--- src/rtl/ps2_scan_rx.sv ---
// PS/2 device-to-host scan code receiver.
// Conditions the asynchronous PS2_CLK/PS2_DATA pins, deframes 11-bit frames
// (start, 8 data LSB-first, odd parity, stop) and folds E0/F0 prefixes into a
// single 16-bit key word held on o_ps2_data until the next key arrives.
module ps2_scan_rx #(
    parameter int unsigned FILT_LEN    = 8,
    parameter int unsigned TIMEOUT_CYC = 50000
) (
    input  logic        CLK_50M,
    input  logic        RST_N,
    input  logic        PS2_CLK,
    input  logic        PS2_DATA,
    output logic [15:0] o_ps2_data,
    output logic        o_ext,
    output logic        o_valid,
    output logic        o_frame_err
);

    localparam int unsigned FCW = $clog2(FILT_LEN + 1);
    localparam int unsigned TCW = $clog2(TIMEOUT_CYC + 1);

    localparam logic [7:0] CODE_EXT = 8'hE0;
    localparam logic [7:0] CODE_BRK = 8'hF0;

    typedef enum logic [1:0] {
        S_IDLE,
        S_DATA,
        S_PARITY,
        S_STOP
    } state_t;

    // ------------------------------------------------------------------
    // Input conditioning signals
    // ------------------------------------------------------------------
    logic           clk_s1_q, clk_s2_q;
    logic           dat_s1_q, dat_s2_q;
    logic           clk_filt_q, clk_filt_d;
    logic           dat_filt_q, dat_filt_d;
    logic [FCW-1:0] clk_fcnt_q, clk_fcnt_d;
    logic [FCW-1:0] dat_fcnt_q, dat_fcnt_d;
    logic           clk_prev_q;
    logic           fall;

    // ------------------------------------------------------------------
    // Frame FSM signals
    // ------------------------------------------------------------------
    state_t         state_q, state_d;
    logic [7:0]     shift_q, shift_d;
    logic [2:0]     bit_cnt_q, bit_cnt_d;
    logic           par_q, par_d;
    logic [TCW-1:0] to_cnt_q, to_cnt_d;
    logic           timeout;
    logic           byte_done_q, byte_done_d;
    logic           frame_err_q, frame_err_d;

    // ------------------------------------------------------------------
    // Decoder signals
    // ------------------------------------------------------------------
    logic           ext_q, ext_d;
    logic           brk_q, brk_d;
    logic [15:0]    key_q, key_d;
    logic           key_ext_q, key_ext_d;
    logic           valid_q, valid_d;

    // Two-flop synchronisers, preset to the idle-high bus level.
    always_ff @(posedge CLK_50M) begin
        // NOTE: sequential state uses non-blocking assignments so every flop
        // samples the pre-edge value of its neighbours, regardless of order.
        if (!RST_N) begin
            clk_s1_q <= 1'b1;
            clk_s2_q <= 1'b1;
            dat_s1_q <= 1'b1;
            dat_s2_q <= 1'b1;
        end else begin
            clk_s1_q <= PS2_CLK;
            clk_s2_q <= clk_s1_q;
            dat_s1_q <= PS2_DATA;
            dat_s2_q <= dat_s1_q;
        end
    end

    // Glitch filters: flip only after FILT_LEN consecutive opposite samples.
    always_comb begin
        // NOTE: every combinational output gets a default first so no path
        // leaves it unassigned, which would otherwise infer a latch.
        clk_filt_d = clk_filt_q;
        clk_fcnt_d = '0;
        dat_filt_d = dat_filt_q;
        dat_fcnt_d = '0;
        if (clk_s2_q != clk_filt_q) begin
            if (clk_fcnt_q == FCW'(FILT_LEN - 1)) begin
                clk_filt_d = clk_s2_q;
            end else begin
                clk_fcnt_d = clk_fcnt_q + 1'b1;
            end
        end
        if (dat_s2_q != dat_filt_q) begin
            if (dat_fcnt_q == FCW'(FILT_LEN - 1)) begin
                dat_filt_d = dat_s2_q;
            end else begin
                dat_fcnt_d = dat_fcnt_q + 1'b1;
            end
        end
    end

    // Filter state and previous filtered clock for edge detection.
    always_ff @(posedge CLK_50M) begin
        if (!RST_N) begin
            clk_filt_q <= 1'b1;
            dat_filt_q <= 1'b1;
            clk_fcnt_q <= '0;
            dat_fcnt_q <= '0;
            clk_prev_q <= 1'b1;
        end else begin
            clk_filt_q <= clk_filt_d;
            dat_filt_q <= dat_filt_d;
            clk_fcnt_q <= clk_fcnt_d;
            dat_fcnt_q <= dat_fcnt_d;
            clk_prev_q <= clk_filt_q;
        end
    end

    // Single-cycle strobe on a filtered PS2_CLK falling edge.
    assign fall = clk_prev_q & ~clk_filt_q;

    // Mid-frame watchdog expiry; takes priority over a coincident fall.
    assign timeout = (state_q != S_IDLE) && (to_cnt_q >= TCW'(TIMEOUT_CYC - 1));

    // Frame FSM state register.
    always_ff @(posedge CLK_50M) begin
        if (!RST_N) begin
            state_q <= S_IDLE;
        end else begin
            state_q <= state_d;
        end
    end

    // Frame FSM next-state logic: advances on fall, or drops to IDLE on timeout.
    always_comb begin
        state_d = state_q;
        if (timeout) begin
            state_d = S_IDLE;
        end else if (fall) begin
            case (state_q)
                S_IDLE:   if (!dat_filt_q) state_d = S_DATA;
                S_DATA:   if (bit_cnt_q == 3'd7) state_d = S_PARITY;
                S_PARITY: state_d = S_STOP;
                S_STOP:   state_d = S_IDLE;
                default:  state_d = S_IDLE;
            endcase
        end
    end

    // Frame FSM outputs and datapath: shift register, parity, checks, watchdog.
    always_comb begin
        shift_d     = shift_q;
        bit_cnt_d   = bit_cnt_q;
        par_d       = par_q;
        byte_done_d = 1'b0;
        frame_err_d = 1'b0;

        if (state_q == S_IDLE || fall || timeout) begin
            to_cnt_d = '0;
        end else begin
            to_cnt_d = to_cnt_q + 1'b1;
        end

        if (timeout) begin
            frame_err_d = 1'b1;
        end else if (fall) begin
            case (state_q)
                S_IDLE: begin
                    bit_cnt_d = 3'd0;
                end
                S_DATA: begin
                    shift_d   = {dat_filt_q, shift_q[7:1]};
                    bit_cnt_d = bit_cnt_q + 1'b1;
                end
                S_PARITY: begin
                    par_d = dat_filt_q;
                end
                S_STOP: begin
                    // Good frame: stop bit high and odd parity across data+parity.
                    if (dat_filt_q && (^{par_q, shift_q})) begin
                        byte_done_d = 1'b1;
                    end else begin
                        frame_err_d = 1'b1;
                    end
                end
                default: ;
            endcase
        end
    end

    // Frame datapath registers and completion/error strobes.
    always_ff @(posedge CLK_50M) begin
        if (!RST_N) begin
            shift_q     <= '0;
            bit_cnt_q   <= '0;
            par_q       <= 1'b0;
            to_cnt_q    <= '0;
            byte_done_q <= 1'b0;
            frame_err_q <= 1'b0;
        end else begin
            shift_q     <= shift_d;
            bit_cnt_q   <= bit_cnt_d;
            par_q       <= par_d;
            to_cnt_q    <= to_cnt_d;
            byte_done_q <= byte_done_d;
            frame_err_q <= frame_err_d;
        end
    end

    // Decoder: fold E0/F0 prefixes, publish the key word on a non-prefix byte.
    always_comb begin
        ext_d     = ext_q;
        brk_d     = brk_q;
        key_d     = key_q;
        key_ext_d = key_ext_q;
        valid_d   = 1'b0;
        if (frame_err_q) begin
            // A broken frame invalidates any pending prefix.
            ext_d = 1'b0;
            brk_d = 1'b0;
        end else if (byte_done_q) begin
            case (shift_q)
                CODE_EXT: ext_d = 1'b1;
                CODE_BRK: brk_d = 1'b1;
                default: begin
                    key_d     = {(brk_q ? CODE_BRK : 8'h00), shift_q};
                    key_ext_d = ext_q;
                    valid_d   = 1'b1;
                    ext_d     = 1'b0;
                    brk_d     = 1'b0;
                end
            endcase
        end
    end

    // Decoder registers.
    always_ff @(posedge CLK_50M) begin
        if (!RST_N) begin
            ext_q     <= 1'b0;
            brk_q     <= 1'b0;
            key_q     <= '0;
            key_ext_q <= 1'b0;
            valid_q   <= 1'b0;
        end else begin
            ext_q     <= ext_d;
            brk_q     <= brk_d;
            key_q     <= key_d;
            key_ext_q <= key_ext_d;
            valid_q   <= valid_d;
        end
    end

    assign o_ps2_data  = key_q;
    assign o_ext       = key_ext_q;
    assign o_valid     = valid_q;
    assign o_frame_err = frame_err_q;

endmodule

--- config.mk ---
export PLATFORM = sky130hd
export DESIGN_NAME = ps2_scan_rx
export DESIGN_NICKNAME = d
export VERILOG_FILES = /design/src/rtl/ps2_scan_rx.sv
export SDC_FILE = /design/constraint.sdc
export NUM_CORES = 1
export LEC_CHECK = 0
export CAP_MARGIN = 20
export CORE_ASPECT_RATIO = 0.7
export CORE_MARGIN = 1.5
export CORE_UTILIZATION = 35
export CTS_CLUSTER_SIZE = 28
export DETAILED_ROUTE_END_ITERATION = 8
export PLACE_DENSITY = 0.55
export SETUP_SLACK_MARGIN = 0.5
export SYNTH_ARGS = -nofsm -noshare
export SYNTH_HDL_FRONTEND = slang
export SYNTH_SLANG_ARGS = --single-unit
--- constraint.sdc ---
create_clock -name CLK_50M -period 1.7 [get_ports CLK_50M]
set_input_delay 0.34 -clock CLK_50M [delete_from_list [all_inputs] [get_ports CLK_50M]]
set_output_delay 0.34 -clock CLK_50M [all_outputs]
set_load 0.005 [all_outputs]
# Word-level counts from Yosys, hierarchy flattened
# Cells that the tools add are included.
dict set report word_totals {
  register_bits 67
  inputBits 4
}
dict set report op_classes {
  add_sub_neg 4
  order_cmp 1
  n_eq_ne 12
  n_mux 13
  bitwise_logic 13
  reduce_logical 25
}
# cell n
set op_table {}
lappend op_table {{$add A16 B1 Y16 const B} 1}
lappend op_table {{$eq A8 B8 Y1 const B} 2}
lappend op_table {{$ge A16 B16 Y1 const B} 1}
lappend op_table {{$reduce_and A3 Y1} 5}
lappend op_table {{$not A1 Y1} 12}
lappend op_table {{$reduce_or A3 Y1} 3}
lappend op_table {{$reduce_xor A9 Y1} 1}
lappend op_table {{$add A4 B1 Y4 const B} 2}
lappend op_table {{$eq A4 B3 Y1 const B} 2}
lappend op_table {{$mux W8} 1}
lappend op_table {{$pmux W2 S4} 1}
lappend op_table {{$reduce_and A2 Y1} 4}
lappend op_table {{$reduce_or A2 Y1} 4}
lappend op_table {{$mux W1} 6}
lappend op_table {{$pmux W3 S2} 1}
lappend op_table {{$eq A2 B2 Y1 const B} 2}
lappend op_table {{$mux W2} 2}
lappend op_table {{$ne A2 B2 Y1 const B} 2}
lappend op_table {{$pmux W1 S2} 2}
lappend op_table {{$reduce_bool A2 Y1} 2}
lappend op_table {{$reduce_or A4 Y1} 1}
lappend op_table {{$add A3 B1 Y3 const B} 1}
lappend op_table {{$eq A3 B3 Y1 const B} 1}
lappend op_table {{$eq A2 B1 Y1 const B} 1}
lappend op_table {{other kinds (5)} 8}

# Logic depth before layout (Yosys ltp)
dict set report depth {
  word_depth 6
  depth_mapped 7
  depth_no_buf 6
}

# Worst setup path after synthesis
# OpenSTA, ideal clock, no wires.
dict set report synth_timing {
  kind {register to register}
  start {register state_q[0]}
  end {register shift_q[2]}
  setup_ps 72
  arrival_ps 1581
  setup_slack_ps 48
  path_stages_with_launch 8
  path_buffers 1
  path_cell_list {dfxtp_1 > inv_1 > ha_1 > nand3b_1 > a211o_4 > nand3_2 > buf_6 > mux2i_1}
}
dict set report synth_between {
  elab_chain_cells 4
}
# item line
set synth_rtl {}
lappend synth_rtl {{from (decl)} 47} ;# state_t state_q, state_d;
lappend synth_rtl {{from (signal assigned)} 134} ;# state_q <= state_d;
lappend synth_rtl {{$reduce_bool A2 Y1} 127} ;# assign timeout = (state_q != S_IDLE) && (to_cnt_q >= TCW'(TIMEOUT_CYC - 1));
lappend synth_rtl {{$logic_and A1 B1 Y1} 127}
lappend synth_rtl {{$not A1 Y1 (no line)} -}
lappend synth_rtl {{$reduce_and A3 Y1 (no line) (*)} -}
lappend synth_rtl {{to (signal assigned)} 205} ;# shift_q <= shift_d;
lappend synth_rtl {{to (decl)} 48} ;# logic [7:0] shift_q, shift_d;
# Mark *: on every way between the ends. The rest lies on a longest branch, timed or not.
# A chain may end at the register's enable or synchronous reset.

# Final worst setup path
dict set report layout_timing {
  start {register state_q[0]}
  end {register bit_cnt_q[0]}
}
dict set report layout_between {
  elab_chain_cells 4
}
# item line
set layout_rtl {}
lappend layout_rtl {{parallel branches: the longest is 4 deep, another holds $reduce_and A3 Y1} -}
lappend layout_rtl {{to (signal assigned)} 206} ;# bit_cnt_q <= bit_cnt_d;
lappend layout_rtl {{to (decl)} 49} ;# logic [2:0] bit_cnt_q, bit_cnt_d;
# Several ways; the timed one is not identified.

==> results_dict.tcl <==
set metrics [dict create \
    antennaDiodeCount 0 \
    period_minus_slack_ps 1560 \
    synth-edff-count 0 \
    hold_viol 0 \
    ios 23 \
    synth_most_common_cell "dfxtp_1" \
    placedCellCount 398 \
    synth-main-ff-cell "dfxtp_1" \
    finalSetupViolCount 0 \
    yosysWarnings 0 \
    dr.pass1.iters 4 \
    wl_per_cell_um 12.3 \
    routed_via_density 4.65 \
    cp_slowest_cell "a211o_4" \
    place_ws_ps -11.2 \
    post_dp_cell_area_um2 3080 \
    wirelength_met1_um 2800 \
    drtIter0Drc 79 \
    r2r_slack_ps 140 \
    setup_tns_ps 0 \
    startpoint "state_q[0]" \
    yosysSeqAreaShare 0.448 \
    syn_area_um2 2680 \
    routed-via-count 1950 \
    reg2reg_to "bit_cnt_q[0]" \
    dpl.hpwl_um 3720 \
    path_delay_family "compound AO/OA/AOI/OAI gates" \
    slew_viol_final 0 \
    port_buffers 18 \
    top_layer "met4" \
    hold_end "dat_s1_q" \
    cp-start-kind "flop" \
    synth_top_area_share 0.448 \
    die_w_um 108 \
    numCtsBuffers 9 \
    drive_gt1_frac 0.299 \
    clockBufferDepth 2 \
    cp_data_arrival_time_ps 1810 \
    critPathMaxStageDelay_ps 360 \
    ff2ff_path_depth 6 \
    area_growth_pct 26.4 \
    grt_pass1_wl_um 8640 \
    p_leak_nw 1.42 \
    post-route-period-util 0.915 \
    fp.dieH_um 76.2 \
    cp_data_required_time_ps 1950 \
    crit_type "reg2reg" \
    place_congestion 0.748 \
    rows 26 \
    grt_antenna_before_repair 0 \
    cts_tree "built" \
    min_path_cells 3 \
    core_um2 7350 \
    min-delay-start "RST_N" \
    path_clk_slew_ps 70 \
    rsz0062_at_grt "yes" \
    clk-insertion-delay-late_ps 340 \
    power.density_nw_per_um2 828 \
    timing.fmax_ghz 0.643 \
    holdWs_ps 403 \
    peakVddDrop_mv 0.423 \
    postCtsHoldBufs 0 \
    crit_chain "inv_2 > ha_4 > nand3b_1 > a211o_4 > o211a_4 > a211oi_2" \
    status "finished, final reports clean" \
    ctsHtreeMaxLevel 3 \
    skew_ps 8.89 \
    r2r_start "state_q[0]" \
    avgSynthCellArea_um2 9.64 \
    synthDistinctLibCells 41 \
    overflow 0 \
    synthTopCellsByCount "60 x dfxtp_1, 36 x nor2_1, 28 x nand2_1" \
    async_reset_ff_frac 0 \
    final_nets 335 \
    yosys-top-cells-area "dfxtp_1 45%, mux2i_1 8.2%, ha_1 6.5%, nor2_1 5.0%, nand2_1 3.9%" \
    wl_um 5160 \
    clock_sinks 60 \
    cp-end-kind "flop" \
    min_path_type "in2reg" \
    final_cell_area_um2 3390 \
    start_util 0.365 \
    cts-root-buf "clkbuf_8" \
    worst-path-stages 6 \
    met3_length_um 159 \
    wl_met2_um 2120 \
    fill_cells 713 \
    ys_seq_elements 60 \
    worstPathMaxFanout 7 \
    ant_nets 0 \
    cap_violations 0 \
    drc 0 \
    stdcell_count 419 \
    dieArea_um2 8200 \
    grt_max_degree 21 \
    synth_largest_area_cell "dfxtp_1" \
    grt_pass1_vias 1758 \
    layout_setup_ws_ps 144 \
    synthCells 278 \
    grt_use_total 0.138 \
    crit_buf_inv 1 \
]
==> kinds of logic after synthesis <==
logic type | after synthesis | synth area share
mux | 22 | 0.0822
buf+inv | 27 | 0.0528
flops | 60 | 0.448
compound gates | 19 | 0.0565
simple gates | 113 | 0.217
other cells | 1 | 0.00140
xor+xnor | 22 | 0.0770
fa+ha+maj | 14 | 0.0654
==> cell type report <==
type | instances | area [µm²] | area share
timing repair buffer | 38 | 302 | 0.0890
inverter | 13 | 48.8 | 0.0144
tap | 98 | 123 | 0.0362
clock inverter | 6 | 80.1 | 0.0236
clock buffer | 9 | 124 | 0.0366
multi-input combinational | 195 | 1490 | 0.438
sequential | 60 | 1220 | 0.362
==> metrics by stage <==
stage          power [mW]   util
2_1_floorplan        1.48      -
4_1_cts              2.84  0.455
3_5_place_dp         1.49  0.418
5_1_grt              2.93  0.461
3_3_place_gp         1.49  0.418
6_report             2.80  0.461
==> power breakdown <==
| group | switching [mW] | internal, mW | total, mW |
|---|---|---|---|
| Clock | 0.541 | 0.806 | 1.35 |
| Combinational | 0.0262 | 0.0195 | 0.0458 |
| Sequential | 0.00269 | 1.41 | 1.41 |
==> worst max-delay path by stage <==
stage / endpoint / slack, ps
floorplan: shift_q[2] / 120
global placement: shift_q[5] / 70
detailed placement: shift_q[3] / -10
CTS: to_cnt_q[15] / 170
global route: to_cnt_q[6] / 80
finish: bit_cnt_q[0] / 140
==> cells in the final DEF (no fill, tap or decap), drive strengths merged <==
cell           count
inv               13
conb               4
nor2              37
o211ai             1
clkbuf            10
nand2             28
ha                14
nor2b              1
bufinv             2
xnor3              1
a31oi              1
a211o              1
o2111ai            1
mux2i             22
o21bai             1
a21o               1
buf               34
o21a               3
o211a              1
nand2b             7
dfxtp             60
nor3               6
xnor2             12
nand3b             4
a21oi              6
nand4              5
dlymetal6s2s       1
a211oi             1
and3               5
clkinv             4
xor2               9
clkdlybuf4s50      2
nor4               4
nand3             15
o22ai              2
nand4b             2
==> worst register-to-register path, stage by stage (launching register included) <==
cell	delay (ps)
dfxtp_2	340
inv_2	50
ha_4	150
nand3b_1	200
a211o_4	360
o211a_4	180
a211oi_2	200
==> metal layers <==
| layer | global-route usage | vias to the layer above |
|---|---|---|
| li1 | - | 1005 |
| met3 | 0.0488 | 9 |
| met5 | 0 | - |
| met1 | 0.201 | 913 |
| met4 | 0.0618 | 0 |
| met2 | 0.182 | 23 |
==> sequential cells by signal, indices dropped and copies added (netlist names), 2 cells and up <==
| signal | count |
|---|---|
| state_q | 2 |
| clk_fcnt_q | 4 |
| shift_q | 8 |
| bit_cnt_q | 3 |
| o_ps2_data | 9 |
| dat_fcnt_q | 4 |
| to_cnt_q | 16 |
==> timing repair <==
item / CTS / global route
gates cloned: 1 / 0
resized for setup: 85 / 8
buffers inserted: 4 / 1
endpoints found under the setup margin: 57 / 48
pin swaps: 8 / 3
Power figures use the tool's default switching activity.
